===== src/rtl/uart_rx_byte.sv =====
// UART receive byte assembler: two-flop rx synchronizer, start-bit qualification,
// mid-bit sampling of 8 LSB-first data bits and stop-bit check with one-cycle strobes.
module uart_rx_byte #(
    parameter int unsigned CLKS_PER_BIT = 5208,
    parameter int unsigned HALF_BIT     = CLKS_PER_BIT / 2
) (
    input  logic       clk,
    input  logic       rst_n,
    input  logic       rx,
    output logic [7:0] data,
    output logic       valid,
    output logic       frame_err,
    output logic       busy
);

    typedef enum logic [1:0] {
        StIdle,
        StStart,
        StData,
        StStop
    } state_e;

    localparam logic [15:0] HalfLast = 16'(HALF_BIT - 1);
    localparam logic [15:0] BitLast  = 16'(CLKS_PER_BIT - 1);

    state_e      state_q, state_d;
    logic        rx_m, rx_s;
    logic [15:0] cnt_q, cnt_d;
    logic [2:0]  bit_idx_q, bit_idx_d;
    logic [7:0]  shreg_q, shreg_d;
    logic [7:0]  data_q, data_d;
    logic        valid_q, valid_d;
    logic        err_q, err_d;

    always_ff @(posedge clk or negedge rst_n) begin
        if (!rst_n) begin
            rx_m      <= 1'b1;
            rx_s      <= 1'b1;
            state_q   <= StIdle;
            cnt_q     <= 16'd0;
            bit_idx_q <= 3'd0;
            shreg_q   <= 8'h00;
            data_q    <= 8'h00;
            valid_q   <= 1'b0;
            err_q     <= 1'b0;
        end else begin
            rx_m      <= rx;
            rx_s      <= rx_m;
            state_q   <= state_d;
            cnt_q     <= cnt_d;
            bit_idx_q <= bit_idx_d;
            shreg_q   <= shreg_d;
            data_q    <= data_d;
            valid_q   <= valid_d;
            err_q     <= err_d;
        end
    end

    always_comb begin
        state_d   = state_q;
        cnt_d     = cnt_q + 16'd1;
        bit_idx_d = bit_idx_q;
        shreg_d   = shreg_q;
        data_d    = data_q;
        valid_d   = 1'b0;
        err_d     = 1'b0;

        unique case (state_q)
            StIdle: begin
                if (!rx_s) begin
                    state_d = StStart;
                    cnt_d   = 16'd0;
                end
            end
            StStart: begin
                if (cnt_q == HalfLast) begin
                    cnt_d = 16'd0;
                    // A start bit that is high again at its midpoint was only a glitch.
                    if (!rx_s) begin
                        state_d   = StData;
                        bit_idx_d = 3'd0;
                    end else begin
                        state_d = StIdle;
                    end
                end
            end
            StData: begin
                if (cnt_q == BitLast) begin
                    cnt_d   = 16'd0;
                    shreg_d = {rx_s, shreg_q[7:1]};
                    if (bit_idx_q == 3'd7) begin
                        state_d = StStop;
                    end else begin
                        bit_idx_d = bit_idx_q + 3'd1;
                    end
                end
            end
            StStop: begin
                if (cnt_q == BitLast) begin
                    // Leave at mid stop bit so a back-to-back start edge is not missed.
                    cnt_d   = 16'd0;
                    state_d = StIdle;
                    if (rx_s) begin
                        data_d  = shreg_q;
                        valid_d = 1'b1;
                    end else begin
                        err_d = 1'b1;
                    end
                end
            end
            default: begin
                state_d = StIdle;
            end
        endcase
    end

    assign data      = data_q;
    assign valid     = valid_q;
    assign frame_err = err_q;
    assign busy      = (state_q != StIdle);

endmodule


===== config.mk =====
export PLATFORM = sky130hd
export DESIGN_NAME = uart_rx_byte
export DESIGN_NICKNAME = d
export VERILOG_FILES = /design/src/rtl/uart_rx_byte.sv
export SDC_FILE = /design/constraint.sdc
export NUM_CORES = 1
export LEC_CHECK = 0
export CAP_MARGIN = 10
export CORE_MARGIN = 3
export CORE_UTILIZATION = 35
export CTS_CLUSTER_DIAMETER = 100
export DETAILED_ROUTE_END_ITERATION = 12
export PLACE_DENSITY_LB_ADDON = 0.12
export SLEW_MARGIN = 20
export SYNTH_ARGS = -nofsm -noshare
export SYNTH_HDL_FRONTEND = slang
export SYNTH_SLANG_ARGS = --single-unit

===== constraint.sdc =====
create_clock -name clk -period 2.2 [get_ports clk]
set_clock_uncertainty 0.05 [all_clocks]
set_input_delay 0.66 -clock clk [delete_from_list [all_inputs] [get_ports clk]]
set_output_delay 0.66 -clock clk [all_outputs]
set_load 0.01 [all_outputs]

After elaboration in Yosys (flattened, before gate mapping). Cells that the tools add are included.

Input port bits: 3. Output and inout port bits: 11. Bits in registers: 41.

Equal/unequal tests: 13. Muxes and demuxes: 22. Add/sub/neg operators: 2. Reduce and logical (&&, ||, !) cells: 8.

Operators with widths (count): two-way mux 16 bit (3); one-hot mux 16 bit (3 select lines) (1); adder 16 x 1 -> 16 bit, second input constant (1); equality test 16 x 12 -> 1 bit, second input constant (1); equality test 16 x 13 -> 1 bit, second input constant (1); inequality test 2 bit, second input constant (7); two-way mux 2 bit (6); two-way mux 3 bit (4); AND reduction 5 bit (2); one-hot mux 2 bit (4 select lines) (1); two-way mux 1 bit (6); one-hot mux 3 bit (2 select lines) (1); equality test 2 bit, second input constant (2); nonzero test 2 bit (2); adder 3 x 1 -> 3 bit, second input constant (1); equality test 3 bit, second input constant (1); AND reduction 3 bit (1); equality test 2 x 1 -> 1 bit, second input constant (1); zero test 2 bit (1); AND reduction 2 bit (1); OR reduction 2 bit (1).

Logic depth before layout (Yosys ltp).
Word-level depth: 4. Depth in mapped cells: 6. Depth with buffers taken out: 6.

Worst setup path after synthesis. Ideal clock, no wire load.

Kind: reg-to-reg. From: reg cnt_q[0]. To: reg shreg_q[0]. Data required time: 2.025 ns. Setup time: 0.125 ns. Slack: 0.197 ns. Stages on the path, launching flop included: 6. Arrival time: 1.829 ns. Cells stage by stage: dfrtp_1 ha_1 and4_1 nand4b_4 nor4b_4 mux2_2.

Longest elaborated chain between the ends: 2.

RTL lines: start, declared (line 28) `logic [15:0] cnt_q, cnt_d;`; start signal, assigned (line 50) `cnt_q <= cnt_d;`; equality test 16 x 13 -> 1 bit (line 88) `if (cnt_q == BitLast) begin`; AND reduction 2 bit (no source line); end signal, assigned (line 52) `shreg_q <= shreg_d;`; end, declared (line 30) `logic [7:0] shreg_q, shreg_d;`.

Every way passes these cells. A chain may end at the register's enable or synchronous reset.

Worst setup path after layout.
From: reg bit_idx_q[0]. To: reg bit_idx_q[0].

Longest elaborated chain between the ends: 4.

RTL lines: start, declared (line 29) `logic [2:0] bit_idx_q, bit_idx_d;`; start signal, assigned (line 51) `bit_idx_q <= bit_idx_d;`; adder 3 x 1 -> 3 bit (line 94) `bit_idx_d = bit_idx_q + 3'd1;`; two-way mux 3 bit (line 91) `if (bit_idx_q == 3'd7) begin`; two-way mux 3 bit (line 88); one-hot mux 3 bit (2 select lines) (line 68) `unique case (state_q)`.

Several ways; a longest one is shown, not always the timed one. The select of a mux whose other input is x is not followed.

==> reports/results.tsv <==
stage	metric	value	unit
timing	fin_crit_sh	92.9	%
timing	worstMarginPinSlew	516	ps
timing	maxSlewViolCount	0	
final_layout	fin_cells	269	
power_and_ir_drop	ir_worst_vdd	0.000390	V
clock_tree	ctsResizeCount	0	
clock_tree	ctsHoldBuffers	0	
timing	maxSlewHeadroom	65.6	%
timing	finalHoldViolCount	0	
clock_tree	cts_setup_buffers	0	
place	gp_congestion	0.819	
synth	ys_top_cells_by_count	dfrtp_1 (39), mux2_2 (16), a21oi_1 (13)	
clock_tree	h-tree-depth	2	
synth	syn-num-nets	179	
synth	netlist.area_leader.share	48.1	%
routing	first_pass_iters	4	
critical_path	rr_worst_depth	6	
synth	synth_xor_xnor_area_share	5.18	%
routing	wl_per_cell	15.1	µm
synth	synth_edf_count	0	
synth	ys_ff_latch	41	
synth	synth_mux_area_share	9.86	%
global_route	antenna_found_initial	0	
routing	vias	1406	
final_layout	final_layout_size_suffix_gt1_share	26.4	%
synth	synth.area.top_cells	dfrtp_1 (48%), mux2_2 (8.9%), xnor2_1 (3.5%), a21oi_1 (3.2%), dfstp_2 (2.6%)	
floorplan	core_area	0.00557	mm²
final_layout	nNetsFinal	202	
floorplan	ios	14	
synth	synth_top_family_by_area	simple AND/OR/NAND/NOR gates	
synth	yosys_most_used_dff	dfrtp_1	
timing	fin_crit	2040	ps
synth	syn_area	0.00203	mm²
critical_path	cp_data_required_time	2350	ps
place	hpwl	2890	µm
power_and_ir_drop	finalPower	1510	µW
global_route	grt_max_degree	42	
power_and_ir_drop	p_leak	0.00108	µW
floorplan	die_h	82.2	µm
timing	finalSetupViolCount	0	
clock_tree	cts-root-buf	clkbuf_8	
global_route	grt-ovfl-total	0	
routing	drt_iter0_drc	54	
power_and_ir_drop	p_per_area	617	mW/mm²
routing	post-route-drc-count	0	
synth	avgSynthCellArea	11.7	µm²
run	drv_cap	0	
min_path	whs_endpoint	rx_s	
global_route	met3_usage	3.58	%
critical_path	critPathKind	reg2reg	
synth	synthAdderAreaFrac	1.85	%
critical_path	r2r_setup_slack	160	ps
critical_path	cp_max_fo	4	
synth	synth_top_area_cell	dfrtp_1	
critical_path	arrival	2200	ps
min_path	holdPathStages	0	
critical_path	cp-start-kind	flop	
timing	fin_setup_tns	0	ps
place	io_buffers	13	
synth	synthMostInstantiatedCell	dfrtp_1	
synth	synthSimpleGateAreaFrac	19.7	%
timing	max_freq	0.489	GHz
critical_path	endpoint_kind	flop	
final_layout	area_growth	20.1	%
synth	syn_inst	173	
global_route	grt_pass1_vias	1370	
run_status	status	completed	
global_route	grt_util_all_layers	14.2	%
min_path	holdCritStartpoint	rx_m	
clock_tree	insertion_delay	290	ps
global_route	grtUsageMet1	20.2	%
clock_tree	numCtsBuffers	5	
critical_path	worstReg2RegEnd	bit_idx_q[0]	
min_path	hold_class	reg2reg	
synth	ys_warn_count	0	
final_layout	fillers	533	
routing	vias_per_cell	5.23	
global_route	top_usage_layer	met2	
floorplan	start_util	36.4	%
global_route	grtUsageMet2	21.2	%
critical_path	timing.rr.start	bit_idx_q[0]	
floorplan	die_w	82.2	µm
floorplan	row_count	27	
floorplan	die_area	0.00675	mm²
final_layout	antennaDiodeCount	0	
clock_tree	clk_pin_slew	80	ps
clock_tree	clk_path_buf_depth	2	
place	placed_cells	261	
clock_tree	cts.sinks	41	
synth	seq_area_frac_synth	50.6	%
global_route	grt_first_pass_wirelength	7210	µm
synth	synth.distinct_cells	44	
clock_tree	cts_tree	done	
synth	synth_compound_area_share	9.12	%
timing	rsz0062_at_grt	false	
synth	ys_async_sr_fraction	100	%
routing	wl	4070	µm
routing	ant_nets	0	
## flip-flops by register name, summed over array words and instances, names as in the netlist, named ones only
name       count
bit_idx_q      3
cnt_q         16
data           8
frame_err      1
rx_m           1
rx_s           1
shreg_q        8
state_q        1
valid          1
## stage by stage
| stage | hold WS (ps) | utilization (%) | area (µm²) | setup slack, ps |
|---|---|---|---|---|
| global placement | 300 | 41.2 | 2290 | 151 |
| detailed placement | 309 | 41.2 | 2290 | 147 |
| floorplan | 295 | - | 2030 | 197 |
| finish | 322 | 43.8 | 2440 | 156 |
| global route | 329 | 43.8 | 2440 | 57.6 |
| CTS | 324 | 43.6 | 2430 | 27.4 |
## worst max path at each step
stage,end,from,cells after the start,slack (ps)
finish,bit_idx_q[0],bit_idx_q[0],6,160
global route,shreg_q[6],cnt_q[3],5,60
CTS,busy,flop,2,30
detailed placement,shreg_q[0],cnt_q[8],5,150
global placement,shreg_q[6],cnt_q[8],5,150
floorplan,shreg_q[0],cnt_q[0],5,200
## layout make-up
type | instances | area (µm²) | share of cell area [%]
flip-flops and latches | 41 | 1030 | 42.2
multi-input cells | 115 | 932 | 38.2
repair buffers | 26 | 225 | 9.23
well taps | 72 | 90.1 | 3.69
clock buffers | 5 | 68.8 | 2.82
clock inverters | 3 | 68.8 | 2.82
inverters | 7 | 26.3 | 1.08
## where the power goes
group,internal (µW),switching (µW)
Sequential,756,2.13
Combinational,3.49,15.0
Clock,457,272
## kinds of logic after synthesis
| logic type | after synthesis |
|---|---|
| compound gates | 30 |
| xor+xnor | 12 |
| buf+inv | 17 |
| fa+ha+maj | 3 |
| mux | 18 |
| simple gates | 52 |
| flops | 41 |
## routing by layer
| metal | share of wire, % | wire [µm] | vias to the layer above |
|---|---|---|---|
| met5 | 0 | 0 | - |
| met3 | 2.7 | 111 | 5 |
| li1 | - | - | 686 |
| met2 | 47 | 1930 | 17 |
| met1 | 48 | 1970 | 698 |
| met4 | 1.4 | 57 | 0 |
## layout by cell type, fill, tap and decap left out, drive strengths merged, types with 3 or more instances in the layout
master          n
o21ai           3
xnor2           8
dfrtp          39
inv             8
clkbuf          5
o211ai          6
xor2            4
nor4            4
nor2            5
nand3           4
nand4           9
mux2           16
and4            4
ha              3
nand4b          3
nand2           6
buf            14
a21oi          13
clkdlybuf4s50  11
nor4bb          3
## worst max-delay path, cell delays in order (launching register included)
cell      delay [ps]
dfrtp_1          420
ha_1             210
ha_1             200
nor2_1           190
nand4_1          150
or4b_2           620
o211ai_1         110
Power figures use the tool's default switching activity.
==> RTL edit 1, RTL diff (same settings) <==
Put a register stage on the output `busy`, cleared by the reset. The value now appears one clock later. The other outputs are not delayed to match.
--- a/src/rtl/uart_rx_byte.sv
+++ b/src/rtl/uart_rx_byte.sv
@@ -119,3 +119,9 @@
     assign frame_err = err_q;
-    assign busy      = (state_q != StIdle);
+    always_ff @(posedge clk or negedge rst_n) begin
+        if (!rst_n) begin
+            busy <= '0;
+        end else begin
+            busy <= (state_q != StIdle);
+        end
+    end
 
Check against the original RTL: not equivalent (a bounded check fails within 4 cycles, from zero or initial values and one cycle with rst_n low).
==> RTL edit 1 against the original RTL <==
Combinational power rose by 22%. Largest cell class unchanged. Sequential power rose by 2%. Area after synthesis rose by 1.2%. First-iteration DRC count rose by 20%. Critical endpoint is now data[2]. Total power fell by 13%. Design area fell by 1.0%. Routed wire length rose by 0.96%. Sequential cell count rose by 1. Worst setup slack got worse by 39 ps.
==> RTL edit 1: results (changes against the original RTL) <==
stage,metric,value,unit,change
outcome,status,"complete, no violations",,
place,dpl_cell_area,2317,sq um,+0.98%
drt,wl_met1,1.836,mm,-6.9%
worst_setup_path,r2r_setup_slack,120,ps,-40 ps
drt,first_iter_violations,65,,+20%
worst_setup_path,r2r-start,cnt_q[0],,
drt,vias_per_cell,5.272,,+0.87%
global_route,grt_max_degree,25,,-40%
worst_setup_path,path_max_fanout,9,,+5
worst_setup_path,reg2reg_to,data[2],,
yosys,yosys_warnings,0,,unchanged
yosys,synth.net_count,180,,+0.56%
finish,layout-drive-gt1-share,25.51,%,-0.89 points
worst_setup_path,worstRegToRegCells,5,,-1
drt,avgRoutedWirePerCell,15.35,um,+1.3%
yosys,synth_common_cells,"40 x dfrtp_1, 16 x mux2_2, 13 x a21oi_1",,
timing,slew_headroom,67.05,%,+1.5 points
power,ir_worst_vdd,0.3435,mV,-12%
yosys,yosysSeqAreaShare,51.25,%,+0.60 points
yosys,yosys-top-cells-area,"dfrtp_1 49%, mux2_2 8.8%, xnor2_1 3.4%",,
global_route,first_global_vias,1448,,+5.7%
power,switching_share,21.41,%,+2.2 points
place,dp_hpwl,2.979,mm,+3.2%
drt,route.met2.wl,2.098,mm,+8.5%
global_route,grt_usage,13.67,%,-0.53 points
finish,fin_nets,201,,-0.50%
worst_hold_path,hold_class,in -> async,,
[RTL edit 1: logic make-up after synthesis]
family,Yosys count,share of synthesized area [%]
simple gates,52,19.42
buf+inv,17,3.652
mux,18,9.738
xor+xnor,12,5.113
compound gates,30,9.008
fa+ha+maj,3,1.826
flops,42,51.25
[RTL edit 1: cell type report]
class / count / area (sq um)
Fill cell: 550 / 3193
Sequential cell: 42 / 1054
Multi-Input combinational cell: 115 / 929.6
Timing Repair Buffer: 24 / 220.2
Tap cell: 72 / 90.09
Clock buffer: 6 / 82.58
Inverter: 7 / 26.28
Clock inverter: 2 / 12.51
[RTL edit 1: timing repair]
action                                  in CTS  in global routing
hold buffers                                 0                  0
resized for setup                            0                  1
endpoints found under the setup margin       0                 16
hold endpoints to repair                     0                  0
[RTL edit 1: critical path, stage by stage, from the launching register on]
cell and delay, ps:
dfrtp_1 400, ha_2 260, nor4bb_1 280, and4_1 280, nand4_2 320, mux2_2 390
[RTL edit 1: power by group through the flow]
| stage | Combinational, mW | Clock, mW | Sequential, mW |
|---|---|---|---|
| after floorplan | 0.000645 | 0 | 0.791 |
| after global placement | 0.0232 | 0 | 0.791 |
| after detailed placement | 0.0247 | 0 | 0.791 |
| after CTS | 0.0245 | 0.535 | 0.776 |
| after global routing | 0.0267 | 0.574 | 0.776 |
| final | 0.0226 | 0.515 | 0.776 |
[RTL edit 1: stage by stage]
stage	hold WS, ps	setup slack [ps]	util, %	std cells
floorplan	295.2	196.7	-	174
global placement	297.8	129.1	41.32	260
CTS	288.6	67.32	43.02	268
global route	306.3	19.86	43.06	268
finish	276.6	116.6	43.06	268
detailed placement	301.6	83.13	41.32	260
[RTL edit 1: layer usage]
| layer | global-route usage [%] | vias up |
|---|---|---|
| met5 | 0 | - |
| met4 | 5.392 | 0 |
| met3 | 2.711 | 7 |
| met2 | 22.52 | 20 |
| met1 | 17.61 | 698 |
| li1 | - | 688 |
[RTL edit 1: worst max-delay path by stage]
| stage | cells after the start | startpoint | end |
|---|---|---|---|
| 2_1_floorplan | 5 | cnt_q[0] | shreg_q[0] |
| 3_3_place_gp | 6 | cnt_q[0] | shreg_q[4] |
| 3_5_place_dp | 6 | cnt_q[0] | shreg_q[1] |
| 4_1_cts | 6 | cnt_q[0] | shreg_q[1] |
| 5_1_grt | 6 | cnt_q[0] | shreg_q[1] |
| 6_report | 5 | cnt_q[0] | data[2] |
==> RTL edit 2, RTL diff (same flow settings) <==
Made on the original files. Set the parameter `CLKS_PER_BIT` to 2604 (it was 5208).
--- a/src/rtl/uart_rx_byte.sv
+++ b/src/rtl/uart_rx_byte.sv
@@ -3,3 +3,3 @@
 module uart_rx_byte #(
-    parameter int unsigned CLKS_PER_BIT = 5208,
+    parameter int unsigned CLKS_PER_BIT = 2604,
     parameter int unsigned HALF_BIT     = CLKS_PER_BIT / 2
Function: no difference found for any inputs over 10 cycles, from zero or initial values and one cycle with rst_n low; that may be too few to reach the edited logic, so the function may still have changed.
==> RTL edit 2 against the original RTL <==
The run now ends with negative setup slack left. Sequential cell count stayed put. Global-route usage is 0.21 points lower. Critical path type unchanged. Design area rose by 2.7%. Total power decreased by 6.8%. Fmax decreased by 15%. Area after synthesis decreased by 4.8%. Routed wire length is 0.61% higher. Core utilization increased by 4.1 points. Largest cell class unchanged. Critical endpoint is now data[1]. Via count up 1.6%. Worst setup slack got worse by 360 ps.
==> RTL edit 2: results (changes against the original RTL) <==
stage,metric,value,unit,change
yosys,muxShareOfSynthArea,11.91,%,+2.1 points
yosys,synthAdderAreaFrac,2.589,%,+0.74 points
timing,finalSetupViolCount,32,,+32
drt,met3WireLength,115,um,+3.6%
drt,avgRoutedWirePerCell,14.54,um,-4.0%
yosys,synth-compound-area-share,7.508,%,-1.6 points
worst_setup_path,reg2reg_to,data[1],,
place,routabilityCongestion,0.8520,,+4.1%
outcome,failed_checks,negative setup slack,,
drt,route.met2.wl,1.984,mm,+2.6%
finish,layout-drive-gt1-share,30.66,%,+4.3 points
timing,slew_headroom,66.32,%,+0.75 points
power,sequentialPowerShare,54.0,%,+3.6 points
worst_setup_path,r2r-start,cnt_q[15],,
power,combPwrFrac,1.4,%,+0.2 points
place,placed_cells,271,,+3.8%
outcome,status,"complete, but fails checks",,
drt,first_iter_violations,65,,+20%
yosys,syn_inst,166,,-4.0%
timing,layout_setup_ws,-202.8,ps,-358.4 ps
worst_setup_path,path_max_fanout,8,,+4
global_route,grt_pass1_wl,6.996,mm,-3.0%
power,power-per-cell-area,560.3,nW/um^2,-9.2%
place,dp_slack,-292.7,ps,-439.7 ps
global_route,grt_use_met1,18.91,%,-1.3 points
drt,wl_met1,1.939,mm,-1.7%
worst_setup_path,cp.arrival,2530,ps,+330 ps
global_route,use_met3,3.139,%,-0.44 points
yosys,ys_types,34,,-23%
drt,routed_wl,4.099,mm,+0.61%
drt,num_vias,1429,,+1.6%
yosys,yosysSeqAreaShare,53.20,%,+2.6 points
worst_setup_path,slowest_stage,or4_4,,
RTL edit 2: cell count changes after synthesis, moves of 3 or more:
| cell | before | now |
|---|---|---|
| mux2_2 | 16 | 8 |
| mux2_4 | 0 | 8 |
| nand3_1 | 4 | 11 |
| o211ai_1 | 6 | 0 |
| and3_1 | 0 | 3 |
| or3_1 | 1 | 4 |
RTL edit 2: timing repair:
action | CTS | global route
cloned | 0 | 0
hold buffers | 0 | 0
buffers inserted | 2 | 2
endpoints found under the setup margin | 33 | 36
gates resized for setup | 6 | 4
pin swaps | 1 | 1
RTL edit 2: cell type report:
| class | count | area (sq um) |
|---|---|---|
| inverter | 6 | 22.52 |
| timing repair buffer | 45 | 376.6 |
| clock inverter | 2 | 37.54 |
| tap | 70 | 87.58 |
| sequential | 41 | 1028 |
| fill | 500 | 2733 |
| clock buffer | 6 | 82.58 |
| multi-input combinational | 112 | 869.6 |
